==> src/rtl/coreaxi4dmacontroller_rd_tran_fifo_if.sv <==
// Bus between the DMA arbiter (master) and the read-transaction queue (slave).
// Signal names follow the surrounding AXI4 DMA controller codebase.
interface coreaxi4dmacontroller_rd_tran_fifo_if #(
    parameter int ENTRY_W = 137,
    parameter int CNT_W   = 3
);
    // Handshake: doTrans pushes entry_DMAArbiter on a rising clock when
    // spaceRdTranQueue is high or popHead retires the head in that same cycle;
    // popHead retires headEntry on a rising clock only while reqInQueue is high.
    logic               doTrans;
    logic [ENTRY_W-1:0] entry_DMAArbiter;
    logic               popHead;
    logic               clrRdTranQueue;
    logic               clrErr;
    logic [ENTRY_W-1:0] headEntry;
    logic               reqInQueue;
    logic               spaceRdTranQueue;
    logic               almostFull;
    logic [CNT_W-1:0]   reqCnt;
    logic               ovfErr;
    logic               udfErr;

    modport master (
        output doTrans, entry_DMAArbiter, popHead, clrRdTranQueue, clrErr,
        input  headEntry, reqInQueue, spaceRdTranQueue, almostFull, reqCnt,
               ovfErr, udfErr
    );

    modport slave (
        input  doTrans, entry_DMAArbiter, popHead, clrRdTranQueue, clrErr,
        output headEntry, reqInQueue, spaceRdTranQueue, almostFull, reqCnt,
               ovfErr, udfErr
    );
endinterface

==> src/rtl/coreaxi4dmacontroller_rd_tran_fifo.sv <==
// DEPTH-entry in-order read-transaction FIFO with almost-full threshold.
// Define RD_TRAN_FIFO_ERR_CHK_EN to build the sticky overflow/underflow flags.
module coreaxi4dmacontroller_rd_tran_fifo #(
    parameter int DEPTH               = 4,
    parameter int NUM_INT_BDS_WIDTH   = 5,
    parameter int NUM_PRI_LVLS        = 1,
    parameter int MAX_TRAN_SIZE_WIDTH = 23,
    parameter int AF_MARGIN           = 1
) (
    input  logic                               clock,
    input  logic                               resetn,
    coreaxi4dmacontroller_rd_tran_fifo_if.slave bus
);
    localparam int PTR_W   = $clog2(DEPTH);
    localparam int CNT_W   = PTR_W + 1;
    localparam int ENTRY_W = NUM_INT_BDS_WIDTH + MAX_TRAN_SIZE_WIDTH + NUM_PRI_LVLS + 108;
    localparam logic [CNT_W-1:0] DEPTH_C = CNT_W'(DEPTH);
    localparam logic [CNT_W-1:0] AF_C    = CNT_W'(AF_MARGIN);

    logic [ENTRY_W-1:0] mem_q [DEPTH];
    logic [ENTRY_W-1:0] mem_d [DEPTH];
    logic [PTR_W-1:0]   wr_ptr_q, wr_ptr_d;
    logic [PTR_W-1:0]   rd_ptr_q, rd_ptr_d;
    logic [CNT_W-1:0]   cnt_q, cnt_d;
    logic               full, empty, pop_acc, push_acc;

    always_comb begin
        full     = (cnt_q == DEPTH_C);
        empty    = (cnt_q == '0);
        pop_acc  = bus.popHead && !empty;
        // A pop in the same cycle frees the slot, so a full queue can still take a push.
        push_acc = bus.doTrans && (!full || pop_acc);

        mem_d    = mem_q;
        wr_ptr_d = wr_ptr_q;
        rd_ptr_d = rd_ptr_q;
        cnt_d    = cnt_q;

        if (bus.clrRdTranQueue) begin
            wr_ptr_d = '0;
            rd_ptr_d = '0;
            cnt_d    = '0;
        end else begin
            if (push_acc) begin
                mem_d[wr_ptr_q] = bus.entry_DMAArbiter;
                wr_ptr_d        = wr_ptr_q + PTR_W'(1);
            end
            if (pop_acc) begin
                rd_ptr_d = rd_ptr_q + PTR_W'(1);
            end
            case ({push_acc, pop_acc})
                2'b10:   cnt_d = cnt_q + CNT_W'(1);
                2'b01:   cnt_d = cnt_q - CNT_W'(1);
                default: cnt_d = cnt_q;
            endcase
        end
    end

    always_ff @(posedge clock or negedge resetn) begin
        if (!resetn) begin
            for (int i = 0; i < DEPTH; i++) mem_q[i] <= '0;
            wr_ptr_q <= '0;
            rd_ptr_q <= '0;
            cnt_q    <= '0;
        end else begin
            for (int i = 0; i < DEPTH; i++) mem_q[i] <= mem_d[i];
            wr_ptr_q <= wr_ptr_d;
            rd_ptr_q <= rd_ptr_d;
            cnt_q    <= cnt_d;
        end
    end

    assign bus.headEntry        = mem_q[rd_ptr_q];
    assign bus.reqInQueue       = !empty;
    assign bus.spaceRdTranQueue = (cnt_q < DEPTH_C);
    assign bus.almostFull       = ((DEPTH_C - cnt_q) <= AF_C);
    assign bus.reqCnt           = cnt_q;

`ifdef RD_TRAN_FIFO_ERR_CHK_EN
    logic ovf_q, ovf_d;
    logic udf_q, udf_d;

    // Set is evaluated after clear so a same-cycle new error wins over clrErr.
    always_comb begin
        ovf_d = ovf_q;
        udf_d = udf_q;
        if (bus.clrErr) begin
            ovf_d = 1'b0;
            udf_d = 1'b0;
        end
        if (!bus.clrRdTranQueue && bus.doTrans && full && !pop_acc) ovf_d = 1'b1;
        if (!bus.clrRdTranQueue && bus.popHead && empty)            udf_d = 1'b1;
    end

    always_ff @(posedge clock or negedge resetn) begin
        if (!resetn) begin
            ovf_q <= 1'b0;
            udf_q <= 1'b0;
        end else begin
            ovf_q <= ovf_d;
            udf_q <= udf_d;
        end
    end

    assign bus.ovfErr = ovf_q;
    assign bus.udfErr = udf_q;
`else
    assign bus.ovfErr = 1'b0;
    assign bus.udfErr = 1'b0;
`endif
endmodule

==> src/flat_wrapper.sv <==
// flat-port wrapper written by rule: the top's interface ports become plain ports
module coreaxi4dmacontroller_rd_tran_fifo_flat 
#(
    parameter int DEPTH               = 4,
    parameter int NUM_INT_BDS_WIDTH   = 5,
    parameter int NUM_PRI_LVLS        = 1,
    parameter int MAX_TRAN_SIZE_WIDTH = 23,
    parameter int AF_MARGIN           = 1
)
  (clock, resetn, bus_doTrans, bus_entry_DMAArbiter, bus_popHead, bus_clrRdTranQueue, bus_clrErr, bus_headEntry, bus_reqInQueue, bus_spaceRdTranQueue, bus_almostFull, bus_reqCnt, bus_ovfErr, bus_udfErr);
  coreaxi4dmacontroller_rd_tran_fifo_if #(.ENTRY_W((5 + 23 + 1 + 108)), .CNT_W((3))) bus_i ();
  input  logic clock;
  input  logic resetn;
  input wire logic [$bits(bus_i.doTrans)-1:0] bus_doTrans;
  input wire logic [$bits(bus_i.entry_DMAArbiter)-1:0] bus_entry_DMAArbiter;
  input wire logic [$bits(bus_i.popHead)-1:0] bus_popHead;
  input wire logic [$bits(bus_i.clrRdTranQueue)-1:0] bus_clrRdTranQueue;
  input wire logic [$bits(bus_i.clrErr)-1:0] bus_clrErr;
  output wire logic [$bits(bus_i.headEntry)-1:0] bus_headEntry;
  output wire logic [$bits(bus_i.reqInQueue)-1:0] bus_reqInQueue;
  output wire logic [$bits(bus_i.spaceRdTranQueue)-1:0] bus_spaceRdTranQueue;
  output wire logic [$bits(bus_i.almostFull)-1:0] bus_almostFull;
  output wire logic [$bits(bus_i.reqCnt)-1:0] bus_reqCnt;
  output wire logic [$bits(bus_i.ovfErr)-1:0] bus_ovfErr;
  output wire logic [$bits(bus_i.udfErr)-1:0] bus_udfErr;
  assign bus_i.doTrans = bus_doTrans;
  assign bus_i.entry_DMAArbiter = bus_entry_DMAArbiter;
  assign bus_i.popHead = bus_popHead;
  assign bus_i.clrRdTranQueue = bus_clrRdTranQueue;
  assign bus_i.clrErr = bus_clrErr;
  assign bus_headEntry = bus_i.headEntry;
  assign bus_reqInQueue = bus_i.reqInQueue;
  assign bus_spaceRdTranQueue = bus_i.spaceRdTranQueue;
  assign bus_almostFull = bus_i.almostFull;
  assign bus_reqCnt = bus_i.reqCnt;
  assign bus_ovfErr = bus_i.ovfErr;
  assign bus_udfErr = bus_i.udfErr;
  coreaxi4dmacontroller_rd_tran_fifo #(.DEPTH(DEPTH), .NUM_INT_BDS_WIDTH(NUM_INT_BDS_WIDTH), .NUM_PRI_LVLS(NUM_PRI_LVLS), .MAX_TRAN_SIZE_WIDTH(MAX_TRAN_SIZE_WIDTH), .AF_MARGIN(AF_MARGIN)) u_core (.clock(clock), .resetn(resetn), .bus(bus_i));
endmodule
==> config.mk <==
export PLATFORM = sky130hd
export DESIGN_NAME = coreaxi4dmacontroller_rd_tran_fifo_flat
export DESIGN_NICKNAME = d
export VERILOG_FILES = /design/src/rtl/coreaxi4dmacontroller_rd_tran_fifo_if.sv /design/src/rtl/coreaxi4dmacontroller_rd_tran_fifo.sv /design/src/flat_wrapper.sv
export SDC_FILE = /design/constraint.sdc
export NUM_CORES = 1
export LEC_CHECK = 0
export ABC_AREA = 1
export CAP_MARGIN = 40
export CORE_UTILIZATION = 28
export DETAILED_ROUTE_END_ITERATION = 6
export MAX_ROUTING_LAYER = met4
export SETUP_SLACK_MARGIN = 0.4
export SYNTH_ARGS = -nofsm -noshare
export SYNTH_HDL_FRONTEND = slang
export SYNTH_SLANG_ARGS = --single-unit
export TNS_END_PERCENT = 50
==> constraint.sdc <==
create_clock -name clock -period 3 [get_ports clock]
set_input_delay 0.6 -clock clock [delete_from_list [all_inputs] [get_ports clock]]
set_output_delay 0.6 -clock clock [all_outputs]
set_load 0.05 [all_outputs]
==> flow_metrics.env <==
export IMPL_outcome="finished clean"
export IMPL_grt_usage=0.186
export IMPL_cts_max_path_buffers=3
export IMPL_p_leak_nw=15.8
export IMPL_dieArea_um2=86200
export IMPL_drtPass1Iterations=6
export IMPL_max_freq_ghz=0.357
export IMPL_use_met2=0.297
export IMPL_row_count=106
export IMPL_cts_tree="built"
export IMPL_place_inst=4024
export IMPL_die_w_um=294
export IMPL_grt_setup_unrepaired="yes"
export IMPL_p_per_area_nw_per_um2=1240
export IMPL_drc_errors=0
export IMPL_critPathKind="reg -> out"
export IMPL_netlist_area_um2=23800
export IMPL_pin_count=288
export IMPL_drv_cap=0
export IMPL_skew_ns=0.0274
export IMPL_yosys_warnings=0
export IMPL_dieHeight_um=294
export IMPL_postSynthAreaPerCell_um2=8.66
export IMPL_ctsHtreeMaxLevel=3
export IMPL_ir_drop_mv=0.941
export IMPL_clk_pin_slew_worst_paths_ns=0.06
export IMPL_worstMarginPinSlew_ns=0.662
export IMPL_fillers=8110
export IMPL_drt_iter0_markers=1806
export IMPL_wl_um=81000
export IMPL_rr_endpoint="u_core.mem_q[330]$_DFFE_PN0P_"
export IMPL_wire_per_inst_um=19.3
export IMPL_syn_to_final_growth_pct=44.8
export IMPL_slew_violations=0
export IMPL_ys_ff_latch=555
export IMPL_vias=20700
export IMPL_numCtsBuffers=66
export IMPL_hold_ws_ns=0.476
export IMPL_grt_pass1_vias=20300
export IMPL_drive_above_1_share=0.189
export IMPL_insertion_delay_ns=0.61
export IMPL_grt_busiest_layer="met2"
export IMPL_grt_first_pass_wirelength_um=121000
export IMPL_start_util=0.284
export IMPL_relSlewSlack=0.559
export IMPL_avgViaCountPerCell=4.92
export IMPL_period_minus_slack_ns=2.80
export IMPL_cp_required_ns=2.40
export IMPL_netlist_instances=2749
export IMPL_antenna_left=0
export IMPL_fin_total_pwr_mw=42.6
export IMPL_setup_viol=0
export IMPL_cp_startpoint="u_core.rd_ptr_q[0]$_DFFE_PN0P_"
export IMPL_multi_input_area_um2=9760
export IMPL_post_dp_hpwl_um=40700
export IMPL_worst_path_max_fanout=7
export IMPL_fin_cells=4208
export IMPL_end_kind="primary output"
export IMPL_worstPathArrival_ns=2.20
export IMPL_nets=3178
export IMPL_regArea_um2=13900
export IMPL_grt_max_degree=131
export IMPL_numPortBuffers=284
export IMPL_worst_r2r_setup_slack_ns=0.52
export IMPL_r2r_start="u_core.bus.reqCnt[1]$_DFFE_PN0P_"
export IMPL_grt_util_met3=0.0280
export IMPL_finalHoldViolations=0
export IMPL_grt_overflow=0
export IMPL_fin_crit_sh=0.933
export IMPL_setup_tns_ns=0
export IMPL_cts_root_buffer="clkbuf_16"
export IMPL_core_area_um2=84000
export IMPL_grt_use_met1=0.237
export IMPL_yosys_cell_types_count=21
export IMPL_cts_num_sinks=555
export IMPL_seq_area_frac_synth=0.583
export IMPL_reg2regPathDepth=10
export IMPL_setup_worst_path_end="bus_headEntry[54]"
export IMPL_place_congestion=0.771
export IMPL_antenna_found_initial=3
export IMPL_hold_path_class="reg -> reg"
export IMPL_cp_start_kind="flip-flop"
routing by layer:
| metal | part of all wire | wire (µm) |
|---|---|---|
| met1 | 0.43 | 34600 |
| met2 | 0.49 | 39700 |
| met3 | 0.054 | 4370 |
| met4 | 0.029 | 2320 |
| met5 | 0 | 0 |
final cells by class:
type,instances,share of cell area
Timing Repair inverter,2,0.00112
Tap cell,1134,0.0411
Clock inverter,14,0.00562
Clock buffer,100,0.0565
Sequential cell,555,0.403
Timing Repair Buffer,418,0.192
Inverter,151,0.0176
Antenna cell,2,0.000145
Multi-Input combinational cell,1832,0.283
worst max-delay path, cell delays in order (launching register included):
cell	delay [ns]
dfrtp_4	0.52
buf_12	0.16
clkinv_16	0.08
buf_16	0.14
buf_12	0.12
buf_8	0.12
o21ai_2	0.06
o22ai_2	0.21
buf_12	0.17
cell families after synthesis:
group / synth area share
other cells: 0.000157
buf+inv: 0.0643
fa+ha+maj: 0.00504
flops: 0.583
simple gates: 0.137
compound gates: 0.211
placed cells by master, fill, tap and decap left out, types with 3 or more instances in the layout:
| cell type | Yosys | layout |
|---|---|---|
| clkbuf_16 | 0 | 80 |
| inv_1 | 148 | 147 |
| dfrtp_1 | 555 | 553 |
| clkdlybuf4s50_1 | 0 | 143 |
| buf_6 | 0 | 4 |
| o21ai_1 | 60 | 98 |
| o22ai_2 | 0 | 107 |
| buf_4 | 11 | 45 |
| nand2_1 | 564 | 564 |
| o21ai_0 | 765 | 700 |
| ha_1 | 8 | 8 |
| nand4_1 | 3 | 3 |
| o21ai_4 | 0 | 5 |
| nor2_2 | 0 | 16 |
| nor2_4 | 0 | 28 |
| o22ai_1 | 137 | 11 |
| inv_6 | 0 | 3 |
| nor2_1 | 278 | 234 |
| bufinv_16 | 0 | 3 |
| nand4_4 | 0 | 4 |
| buf_8 | 0 | 6 |
| o21ai_2 | 0 | 22 |
| buf_12 | 0 | 172 |
| nand3_1 | 3 | 3 |
| a21oi_1 | 4 | 3 |
| clkinv_8 | 0 | 3 |
| o22ai_4 | 0 | 19 |
| clkbuf_1 | 99 | 18 |
| clkbuf_8 | 0 | 15 |
| buf_16 | 0 | 32 |
| clkinv_2 | 0 | 5 |
report_power, final:
group          internal [mW]  switching, mW  total [mW]
Combinational           9.85           12.6        22.4
Sequential              10.5           1.70        12.2
Clock                   4.76           3.24        8.00
Total                   25.1           17.5        42.6
what timing repair did:
action / in CTS / in global routing
hold buffers: 1 / 0
setup buffers: 21 / 7
cloned: 26 / 13
gates resized for setup: 200 / 182
endpoints found under the hold margin: 24 / 0
endpoints found under the setup margin: 140 / 145
pin swaps: 37 / 35
cells in the mapped netlist (all sizes together):
library cell | count | area share
o21a | 1 | 0.00032
nand2 | 566 | 0.089
buf | 100 | 0.022
ha | 8 | 0.0042
fa | 1 | 0.00084
clkbuf | 112 | 0.018
conb | 1 | 0.00016
nand3 | 3 | 0.00063
dfrtp | 555 | 0.58
nand4 | 7 | 0.0029
a21oi | 4 | 0.00084
o21ai | 825 | 0.17
o22ai | 137 | 0.036
inv | 151 | 0.024
nor2 | 278 | 0.044
sequential cells by signal, summed over array words and instances, names as in the netlist:
signal,flops
u_core.wr_ptr_q,2
u_core.bus.reqCnt,3
u_core.rd_ptr_q,2
u_core.mem_q,548
stage by stage:
step / utilization / setup WS [ns] / cell area (µm²)
2_1_floorplan: - / 0.519 / 23800
3_3_place_gp: 0.351 / 0.511 / 29500
3_5_place_dp: 0.351 / 0.478 / 29500
4_1_cts: 0.399 / 0.138 / 33500
5_1_grt: 0.411 / 0.137 / 34500
6_report: 0.411 / 0.200 / 34500
how the worst min path moves through the flow:
stage / cells past startpoint / slack [ns] / start / to
after global placement: 2 / 0.46 / u_core.mem_q[371]$_DFFE_PN0P_ / u_core.mem_q[371]$_DFFE_PN0P_
after floorplan: 0 / 0.30 / resetn / u_core.bus.reqCnt[0]$_DFFE_PN0P_
after detailed placement: 2 / 0.47 / u_core.mem_q[386]$_DFFE_PN0P_ / u_core.mem_q[386]$_DFFE_PN0P_
after CTS: 2 / 0.48 / resetn / u_core.mem_q[121]$_DFFE_PN0P_
final: 2 / 0.48 / u_core.mem_q[345]$_DFFE_PN0P_ / u_core.mem_q[345]$_DFFE_PN0P_
after global routing: 2 / 0.49 / u_core.mem_q[174]$_DFFE_PN0P_ / u_core.mem_q[174]$_DFFE_PN0P_
Note: power is estimated with default switching activity, not from simulation.
